$ cat src/rtl/drive_mode_controller_if.sv
// Run-mode bus between the line-follower sequencer and its surroundings:
// start/stop/sensor/PID inputs in, wheel speed codes and PID control out.
interface drive_mode_controller_if;
  logic              start;
  logic              stop;
  logic [3:0]        sensor;
  logic signed [10:0] pid_output;
  logic [7:0]        servo_l;
  logic [7:0]        servo_r;
  logic              pid_en;
  logic              pid_clr;
  logic [2:0]        mode;

  modport master (
    output start, stop, sensor, pid_output,
    input  servo_l, servo_r, pid_en, pid_clr, mode
  );

  modport slave (
    input  start, stop, sensor, pid_output,
    output servo_l, servo_r, pid_en, pid_clr, mode
  );
endinterface

$ cat src/rtl/drive_mode_controller.sv
// Line-follower run-mode sequencer: IDLE -> ARM -> FOLLOW, timed pivot SEARCH
// when the line is lost, HALT when the search gives up.
module drive_mode_controller #(
  parameter int TICK_DIV     = 100000,
  parameter int ARM_TICKS    = 500,
  parameter int LOST_TICKS   = 50,
  parameter int SEARCH_TICKS = 3000,
  parameter int BASE_SPD     = 40,
  parameter int SEARCH_SPD   = 30,
  parameter int CORR_SHIFT   = 2
) (
  input logic clk,
  input logic rst,
  drive_mode_controller_if.slave bus
);

  localparam int PW = (TICK_DIV > 1)     ? $clog2(TICK_DIV)     : 1;
  localparam int AW = (ARM_TICKS > 1)    ? $clog2(ARM_TICKS)    : 1;
  localparam int LW = (LOST_TICKS > 1)   ? $clog2(LOST_TICKS)   : 1;
  localparam int SW = (SEARCH_TICKS > 1) ? $clog2(SEARCH_TICKS) : 1;

  localparam logic [PW-1:0] PRESC_MAX   = PW'(TICK_DIV - 1);
  localparam logic [PW-1:0] PRESC_ONE   = PW'(1);
  localparam logic [AW-1:0] ARM_LAST    = AW'(ARM_TICKS - 1);
  localparam logic [AW-1:0] ARM_ONE     = AW'(1);
  localparam logic [LW-1:0] LOST_LAST   = LW'(LOST_TICKS - 1);
  localparam logic [LW-1:0] LOST_ONE    = LW'(1);
  localparam logic [SW-1:0] SEARCH_LAST = SW'(SEARCH_TICKS - 1);
  localparam logic [SW-1:0] SEARCH_ONE  = SW'(1);

  localparam logic signed [12:0] FWD_BASE = 13'(128 + BASE_SPD);
  localparam logic [7:0] SERVO_STOP = 8'd128;
  localparam logic [7:0] PIVOT_REV  = 8'(128 - SEARCH_SPD);
  localparam logic [7:0] PIVOT_FWD  = 8'(128 + SEARCH_SPD);

  localparam logic DIR_LEFT  = 1'b0;
  localparam logic DIR_RIGHT = 1'b1;

  typedef enum logic [2:0] {
    ST_IDLE   = 3'd0,
    ST_ARM    = 3'd1,
    ST_FOLLOW = 3'd2,
    ST_SEARCH = 3'd3,
    ST_HALT   = 3'd4
  } state_t;

  // Clamp a signed mix result into the 0..255 speed code range.
  function automatic logic [7:0] sat_u8(input logic signed [12:0] v);
    logic [7:0] res;
    if (v < 13'sd0) begin
      res = 8'd0;
    end else if (v > 13'sd255) begin
      res = 8'd255;
    end else begin
      res = v[7:0];
    end
    return res;
  endfunction

  logic [1:0]    start_sync_r;
  logic [1:0]    stop_sync_r;
  logic [3:0]    sensor_meta_r;
  logic [3:0]    sensor_sync_r;
  logic          start_prev_r;
  logic [PW-1:0] presc_r;
  logic [AW-1:0] arm_cnt_r;
  logic [LW-1:0] lost_cnt_r;
  logic [SW-1:0] search_cnt_r;
  logic          last_dir_r;
  state_t        state_r;
  logic [7:0]    servo_l_r;
  logic [7:0]    servo_r_r;
  logic          pid_en_r;
  logic          pid_clr_r;

  logic              start_rise_s;
  logic              stop_s;
  logic              line_seen_s;
  logic              tick_s;
  state_t            state_nxt_s;
  logic [AW-1:0]     arm_cnt_nxt_s;
  logic [LW-1:0]     lost_cnt_nxt_s;
  logic [SW-1:0]     search_cnt_nxt_s;
  logic              last_dir_nxt_s;
  logic signed [12:0] pid_ext_s;
  logic signed [12:0] corr_s;
  logic signed [12:0] mix_l_s;
  logic signed [12:0] mix_r_s;
  logic [7:0]        servo_l_nxt_s;
  logic [7:0]        servo_r_nxt_s;
  logic              pid_en_nxt_s;
  logic              pid_clr_nxt_s;

  assign start_rise_s = start_sync_r[1] & ~start_prev_r;
  assign stop_s       = stop_sync_r[1];
  assign line_seen_s  = (sensor_sync_r != 4'b0000);
  assign tick_s       = (presc_r == PRESC_MAX);

  assign pid_ext_s = {{2{bus.pid_output[10]}}, bus.pid_output};
  assign corr_s    = pid_ext_s >>> CORR_SHIFT;
  assign mix_l_s   = FWD_BASE + corr_s;
  assign mix_r_s   = FWD_BASE - corr_s;

  // Two-flop synchronizers for the asynchronous pins plus the start edge register.
  always_ff @(posedge clk or negedge rst) begin
    if (!rst) begin
      start_sync_r  <= 2'b00;
      stop_sync_r   <= 2'b00;
      sensor_meta_r <= 4'b0000;
      sensor_sync_r <= 4'b0000;
      start_prev_r  <= 1'b0;
    end else begin
      start_sync_r  <= {start_sync_r[0], bus.start};
      stop_sync_r   <= {stop_sync_r[0], bus.stop};
      sensor_meta_r <= bus.sensor;
      sensor_sync_r <= sensor_meta_r;
      start_prev_r  <= start_sync_r[1];
    end
  end

  // Free-running control-tick prescaler; never realigned on state entry.
  always_ff @(posedge clk or negedge rst) begin
    if (!rst) begin
      presc_r <= {PW{1'b0}};
    end else if (presc_r == PRESC_MAX) begin
      presc_r <= {PW{1'b0}};
    end else begin
      presc_r <= presc_r + PRESC_ONE;
    end
  end

  // Side where the line was last seen; ambiguous or empty readings hold it.
  always_comb begin
    last_dir_nxt_s = last_dir_r;
    if ((sensor_sync_r[3:2] != 2'b00) && (sensor_sync_r[1:0] == 2'b00)) begin
      last_dir_nxt_s = DIR_LEFT;
    end else if ((sensor_sync_r[1:0] != 2'b00) && (sensor_sync_r[3:2] == 2'b00)) begin
      last_dir_nxt_s = DIR_RIGHT;
    end else begin
      last_dir_nxt_s = last_dir_r;
    end
  end

  // Next-state and tick counters; stop dominates every transition.
  always_comb begin
    state_nxt_s      = state_r;
    arm_cnt_nxt_s    = arm_cnt_r;
    lost_cnt_nxt_s   = lost_cnt_r;
    search_cnt_nxt_s = search_cnt_r;
    if (stop_s) begin
      state_nxt_s = ST_IDLE;
    end else begin
      case (state_r)
        ST_IDLE, ST_HALT: begin
          if (start_rise_s) begin
            state_nxt_s = ST_ARM;
          end else begin
            state_nxt_s = state_r;
          end
        end
        ST_ARM: begin
          if (tick_s && (arm_cnt_r == ARM_LAST)) begin
            state_nxt_s = ST_FOLLOW;
          end else if (tick_s) begin
            arm_cnt_nxt_s = arm_cnt_r + ARM_ONE;
          end else begin
            arm_cnt_nxt_s = arm_cnt_r;
          end
        end
        ST_FOLLOW: begin
          if (line_seen_s) begin
            lost_cnt_nxt_s = {LW{1'b0}};
          end else if (tick_s && (lost_cnt_r == LOST_LAST)) begin
            state_nxt_s = ST_SEARCH;
          end else if (tick_s) begin
            lost_cnt_nxt_s = lost_cnt_r + LOST_ONE;
          end else begin
            lost_cnt_nxt_s = lost_cnt_r;
          end
        end
        ST_SEARCH: begin
          // Reacquiring the line wins over a timeout tick in the same cycle.
          if (line_seen_s) begin
            state_nxt_s = ST_FOLLOW;
          end else if (tick_s && (search_cnt_r == SEARCH_LAST)) begin
            state_nxt_s = ST_HALT;
          end else if (tick_s) begin
            search_cnt_nxt_s = search_cnt_r + SEARCH_ONE;
          end else begin
            search_cnt_nxt_s = search_cnt_r;
          end
        end
        default: begin
          state_nxt_s = ST_IDLE;
        end
      endcase
    end
    if (state_nxt_s != state_r) begin
      arm_cnt_nxt_s    = {AW{1'b0}};
      lost_cnt_nxt_s   = {LW{1'b0}};
      search_cnt_nxt_s = {SW{1'b0}};
    end else begin
      arm_cnt_nxt_s    = arm_cnt_nxt_s;
    end
  end

  // Output values for the upcoming state so mode and servos change together.
  always_comb begin
    servo_l_nxt_s = SERVO_STOP;
    servo_r_nxt_s = SERVO_STOP;
    pid_en_nxt_s  = (state_nxt_s == ST_FOLLOW);
    pid_clr_nxt_s = (state_nxt_s == ST_FOLLOW) && (state_r != ST_FOLLOW);
    case (state_nxt_s)
      ST_FOLLOW: begin
        servo_l_nxt_s = sat_u8(mix_l_s);
        servo_r_nxt_s = sat_u8(mix_r_s);
      end
      ST_SEARCH: begin
        if (last_dir_r == DIR_LEFT) begin
          servo_l_nxt_s = PIVOT_REV;
          servo_r_nxt_s = PIVOT_FWD;
        end else begin
          servo_l_nxt_s = PIVOT_FWD;
          servo_r_nxt_s = PIVOT_REV;
        end
      end
      default: begin
        servo_l_nxt_s = SERVO_STOP;
        servo_r_nxt_s = SERVO_STOP;
      end
    endcase
  end

  // State, counters, direction memory and registered outputs.
  always_ff @(posedge clk or negedge rst) begin
    if (!rst) begin
      state_r      <= ST_IDLE;
      arm_cnt_r    <= {AW{1'b0}};
      lost_cnt_r   <= {LW{1'b0}};
      search_cnt_r <= {SW{1'b0}};
      last_dir_r   <= DIR_LEFT;
      servo_l_r    <= SERVO_STOP;
      servo_r_r    <= SERVO_STOP;
      pid_en_r     <= 1'b0;
      pid_clr_r    <= 1'b0;
    end else begin
      state_r      <= state_nxt_s;
      arm_cnt_r    <= arm_cnt_nxt_s;
      lost_cnt_r   <= lost_cnt_nxt_s;
      search_cnt_r <= search_cnt_nxt_s;
      last_dir_r   <= last_dir_nxt_s;
      servo_l_r    <= servo_l_nxt_s;
      servo_r_r    <= servo_r_nxt_s;
      pid_en_r     <= pid_en_nxt_s;
      pid_clr_r    <= pid_clr_nxt_s;
    end
  end

  assign bus.mode    = state_r;
  assign bus.servo_l = servo_l_r;
  assign bus.servo_r = servo_r_r;
  assign bus.pid_en  = pid_en_r;
  assign bus.pid_clr = pid_clr_r;

endmodule

$ cat src/flat_wrapper.sv
// flat-port wrapper written by rule: the top's interface ports become plain ports
module drive_mode_controller_flat 
#(
  parameter int TICK_DIV     = 100000,
  parameter int ARM_TICKS    = 500,
  parameter int LOST_TICKS   = 50,
  parameter int SEARCH_TICKS = 3000,
  parameter int BASE_SPD     = 40,
  parameter int SEARCH_SPD   = 30,
  parameter int CORR_SHIFT   = 2
)
  (clk, rst, bus_start, bus_stop, bus_sensor, bus_pid_output, bus_servo_l, bus_servo_r, bus_pid_en, bus_pid_clr, bus_mode);
  drive_mode_controller_if bus_i ();
  input logic clk;
  input logic rst;
  input wire logic [$bits(bus_i.start)-1:0] bus_start;
  input wire logic [$bits(bus_i.stop)-1:0] bus_stop;
  input wire logic [$bits(bus_i.sensor)-1:0] bus_sensor;
  input wire logic [$bits(bus_i.pid_output)-1:0] bus_pid_output;
  output wire logic [$bits(bus_i.servo_l)-1:0] bus_servo_l;
  output wire logic [$bits(bus_i.servo_r)-1:0] bus_servo_r;
  output wire logic [$bits(bus_i.pid_en)-1:0] bus_pid_en;
  output wire logic [$bits(bus_i.pid_clr)-1:0] bus_pid_clr;
  output wire logic [$bits(bus_i.mode)-1:0] bus_mode;
  assign bus_i.start = bus_start;
  assign bus_i.stop = bus_stop;
  assign bus_i.sensor = bus_sensor;
  assign bus_i.pid_output = bus_pid_output;
  assign bus_servo_l = bus_i.servo_l;
  assign bus_servo_r = bus_i.servo_r;
  assign bus_pid_en = bus_i.pid_en;
  assign bus_pid_clr = bus_i.pid_clr;
  assign bus_mode = bus_i.mode;
  drive_mode_controller #(.TICK_DIV(TICK_DIV), .ARM_TICKS(ARM_TICKS), .LOST_TICKS(LOST_TICKS), .SEARCH_TICKS(SEARCH_TICKS), .BASE_SPD(BASE_SPD), .SEARCH_SPD(SEARCH_SPD), .CORR_SHIFT(CORR_SHIFT)) u_core (.clk(clk), .rst(rst), .bus(bus_i));
endmodule
$ cat config.mk
export PLATFORM = sky130hd
export DESIGN_NAME = drive_mode_controller_flat
export DESIGN_NICKNAME = d
export VERILOG_FILES = /design/src/rtl/drive_mode_controller_if.sv /design/src/rtl/drive_mode_controller.sv /design/src/flat_wrapper.sv
export SDC_FILE = /design/constraint.sdc
export NUM_CORES = 1
export LEC_CHECK = 0
export BUFFER_PORTS_ARGS = -buffer_cell sky130_fd_sc_hd__buf_2
export CAP_MARGIN = 5
export CORE_AREA = 4 4 85 87
export DETAILED_ROUTE_END_ITERATION = 6
export DIE_AREA = 0 0 89 91
export PLACE_DENSITY = 0.84
export SETUP_SLACK_MARGIN = 0.3
export SYNTH_ARGS = -nofsm -noshare
export SYNTH_HDL_FRONTEND = slang
export SYNTH_SLANG_ARGS = --single-unit
$ cat constraint.sdc
create_clock -name clk -period 8.2 [get_ports clk]
set_input_delay 1.64 -clock clk [delete_from_list [all_inputs] [get_ports clk]]
set_output_delay 1.64 -clock clk [all_outputs]
set_load 0.005 [all_outputs]
==> summary.txt <==
Result of the run -> complete, no violations
Port-buffer cells -> 37
Worst clock skew -> 12.0 ps
Maximum VDD drop -> 147 uV
DIE AREA -> 0.00810 mm^2
Core Area -> 0.00635 mm^2
GRT Residual Overflow -> 0
WHS -> 358 ps
Reg-to-Reg Start -> u_core.presc_r[12]$_DFF_PN0_
PwrDens -> 163 mW/mm^2
Compound-Gate Fraction of Synth Area -> 9.44%
CTS Sinks -> 79
FMAX -> 292 MHz
Worst Path Max Fanout -> 5
Slew headroom -> 36.0%
Hold Crit Depth -> 0
Mux cell area share after synthesis -> 1.47%
FP Rows -> 29
Fin nets -> 480
Routed len/inst -> 15.2 um
Area delta synth->final -> 10.0%
Fin cells -> 529
XOR/XNOR share of the synthesized area -> 9.02%
Worst R2R Setup Slack -> 5210 ps
Max-Cap Viols -> 0
Setup tns final -> 0 ps
Synthesis-stage register bit count -> 79
Drt initial violations -> 151
Synth top area cells -> dfrtp_1 47%, nor2_1 5.2%, xnor2_1 4.9%
CP Launch Type -> input port
CTS Buf Count -> 9
Vias after detailed routing -> 3,129
Vias in the first global route -> 3,092
Worst skew pair latency -> 360 ps
# diodes -> 0
Worst r2r path cells -> 6
Final Worst Setup Slack -> 4780 ps
Layout cells sized above 1 -> 16.4%
Post-Synth Adder-Cell Area -> 4.29%
CP Class -> input port to flip-flop
Reg2reg end -> u_core.search_cnt_r[3]$_DFFE_PN0P_
Worst slew pin tran -> 960 ps
Netlist cell types -> 59
Critical Path AT -> 3680 ps
Slew Viols, Final -> 0
Number of I/O pins -> 40
Final ANT Viol Nets -> 0
Final Hold Vio Count -> 0
Pleak -> 2.04 nW
Simple-Gate Fraction of Synth Area -> 24.2%
Crit share post-route -> 41.7%
Hold Startpoint -> u_core.stop_sync_r[0]$_DFF_PN0_
Asr flop ratio synth -> 100%
First-pass GRT wire length -> 14.2 mm
Largest family of logic cells by synthesized area -> simple AND/OR/NAND/NOR gates
Initial Utilization -> 64.3%
Maximum clock path buffer count -> 2
Clock root buffer -> clkbuf_8
Place WS -> 4440 ps
Most common cell after layout, fill and taps aside -> dfrtp_1
Hold Path Sink -> u_core.stop_sync_r[1]$_DFF_PN0_
Clock slew at reported path FFs -> 90 ps
Required time worst endpoint -> 8460 ps
CP Capture Type -> flip-flop
Seq/Total Area, Yosys -> 48.5%
Synthesized Nets -> 444
Initial antenna violation count -> 0
HP Class -> flip-flop to flip-flop
Pin count of the biggest net entering global routing -> 80
DIE HEIGHT -> 91 um
1st-pass router iterations -> 5
Mean post-synth cell area -> 9.93 um^2
Finish-stage setup viols -> 0
Min Clock Period, post-route -> 3420 ps
Largest area contributor in the netlist -> dfrtp_1
Final HPWL DP -> 5.62 mm
Synth Warn # -> 0
Yosys top cell area share -> 47.2%
DRT Wirelength -> 8.05 mm
Via/cell ratio -> 5.91
Gpl congestion -> 0.815
DRC Markers -> 0
EDFF count, synth -> 0
Post-CTS Setup Bufs -> 0
CTS tree -> yes
Chip Width -> 89 um
RSZ-0062 raised after global routing -> no
H-tree level count -> 3
# resized after CTS -> 0
Commonest register cell after synthesis -> dfrtp_1
Total GRT Usage -> 22.1%
Syn Std Cell Area -> 0.00408 mm^2
Cts hold-fix bufs -> 0
Cells after Synth -> 411
DP Cell Count -> 513
Commonest cells after routing, fill and taps aside -> 77 x dfrtp_1, 57 x nor2_1, 36 x buf_2
Fillers -> 464
## metrics by stage
step | total power [mW] | util (%) | instance area, um^2
global placement | 0.466 | 67.8 | 4310
detailed placement | 0.468 | 67.8 | 4310
finish | 0.733 | 70.7 | 4490
CTS | 0.738 | 70.7 | 4490
floorplan | 0.446 | - | 4080
global route | 0.769 | 70.7 | 4490
## flip-flops by register name, summed over array words and instances (netlist names), 2 cells and up
register and cells:
u_core.lost_cnt_r 6, u_core.sensor_sync_r 4, u_core.bus.servo_l 8, u_core.search_cnt_r 12
u_core.bus.servo_r 8, u_core.bus.mode 3, u_core.arm_cnt_r 9, u_core.start_sync_r 2
u_core.sensor_meta_r 4, u_core.presc_r 17, u_core.stop_sync_r 2
## power by group
part	internal, mW	switching, mW	leakage, nW	total (mW)
Sequential	0.394	0.00334	1.05	0.397
Clock	0.116	0.156	0.0965	0.272
Combinational	0.0190	0.0454	0.896	0.0644
Total	0.528	0.205	2.04	0.733
## logic make-up after synthesis
group,after synthesis
buffers and inverters,29
AOI/OAI and AO/OA,63
muxes,6
DFF,79
xor gates and xnor gates,42
and+or+nand+nor,178
adders and majority gates,14
## cell type report
cell class | count | area, um^2 | area share [%]
sequential | 79 | 1980 | 44.1
multi-input combinational | 303 | 1970 | 44.0
timing repair buffer | 38 | 195 | 4.35
clock buffer | 9 | 124 | 2.76
tap | 77 | 96.3 | 2.15
clock inverter | 7 | 60.1 | 1.34
inverter | 16 | 60.1 | 1.34
## cells in the mapped netlist, drive strengths merged (2+ instances only)
cell type	number
and2	2
xor2	19
o31ai	6
and3	6
nand3	18
or4	3
ha	14
or3	2
a21oi	19
nor3	14
or4b	3
dfrtp	77
nor4	7
o21ai	20
nor2	58
xnor2	23
nand2	27
and4	4
nand3b	4
nand4b	2
nor4b	3
or2	4
nand2b	5
mux2i	6
or4bb	3
nand4	10
clkbuf	8
a31o	2
a31oi	7
buf	5
dfstp	2
inv	16
## worst max-delay path: stages
cell and delay, ps:
buf_2 130, inv_1 110, ha_1 140, or4b_2 610, a31oi_1 300, xor2_1 210, a31oi_1 150, a2111oi_2 390
## how the worst max path moves through the flow
stage,start,to,slack (ps),depth (start not counted)
5_1_grt,bus_pid_output[2],u_core.bus.servo_r[0]$_DFF_PN0_,4560,9
2_1_floorplan,bus_pid_output[6],u_core.bus.servo_r[0]$_DFF_PN0_,4760,7
6_report,bus_pid_output[6],u_core.bus.servo_r[0]$_DFF_PN0_,4780,8
3_3_place_gp,bus_pid_output[6],u_core.bus.servo_r[0]$_DFF_PN0_,4490,8
3_5_place_dp,bus_pid_output[6],u_core.bus.servo_r[0]$_DFF_PN0_,4440,8
4_1_cts,bus_pid_output[6],u_core.bus.servo_r[0]$_DFF_PN0_,4810,8
## per-layer routing
layer	share of wire, %	GRT usage (%)
met5	0	0
met4	2.7	9.68
met3	4.9	4.34
met2	48	33.8
met1	45	30.3
(Power assumes the default switching activity.)
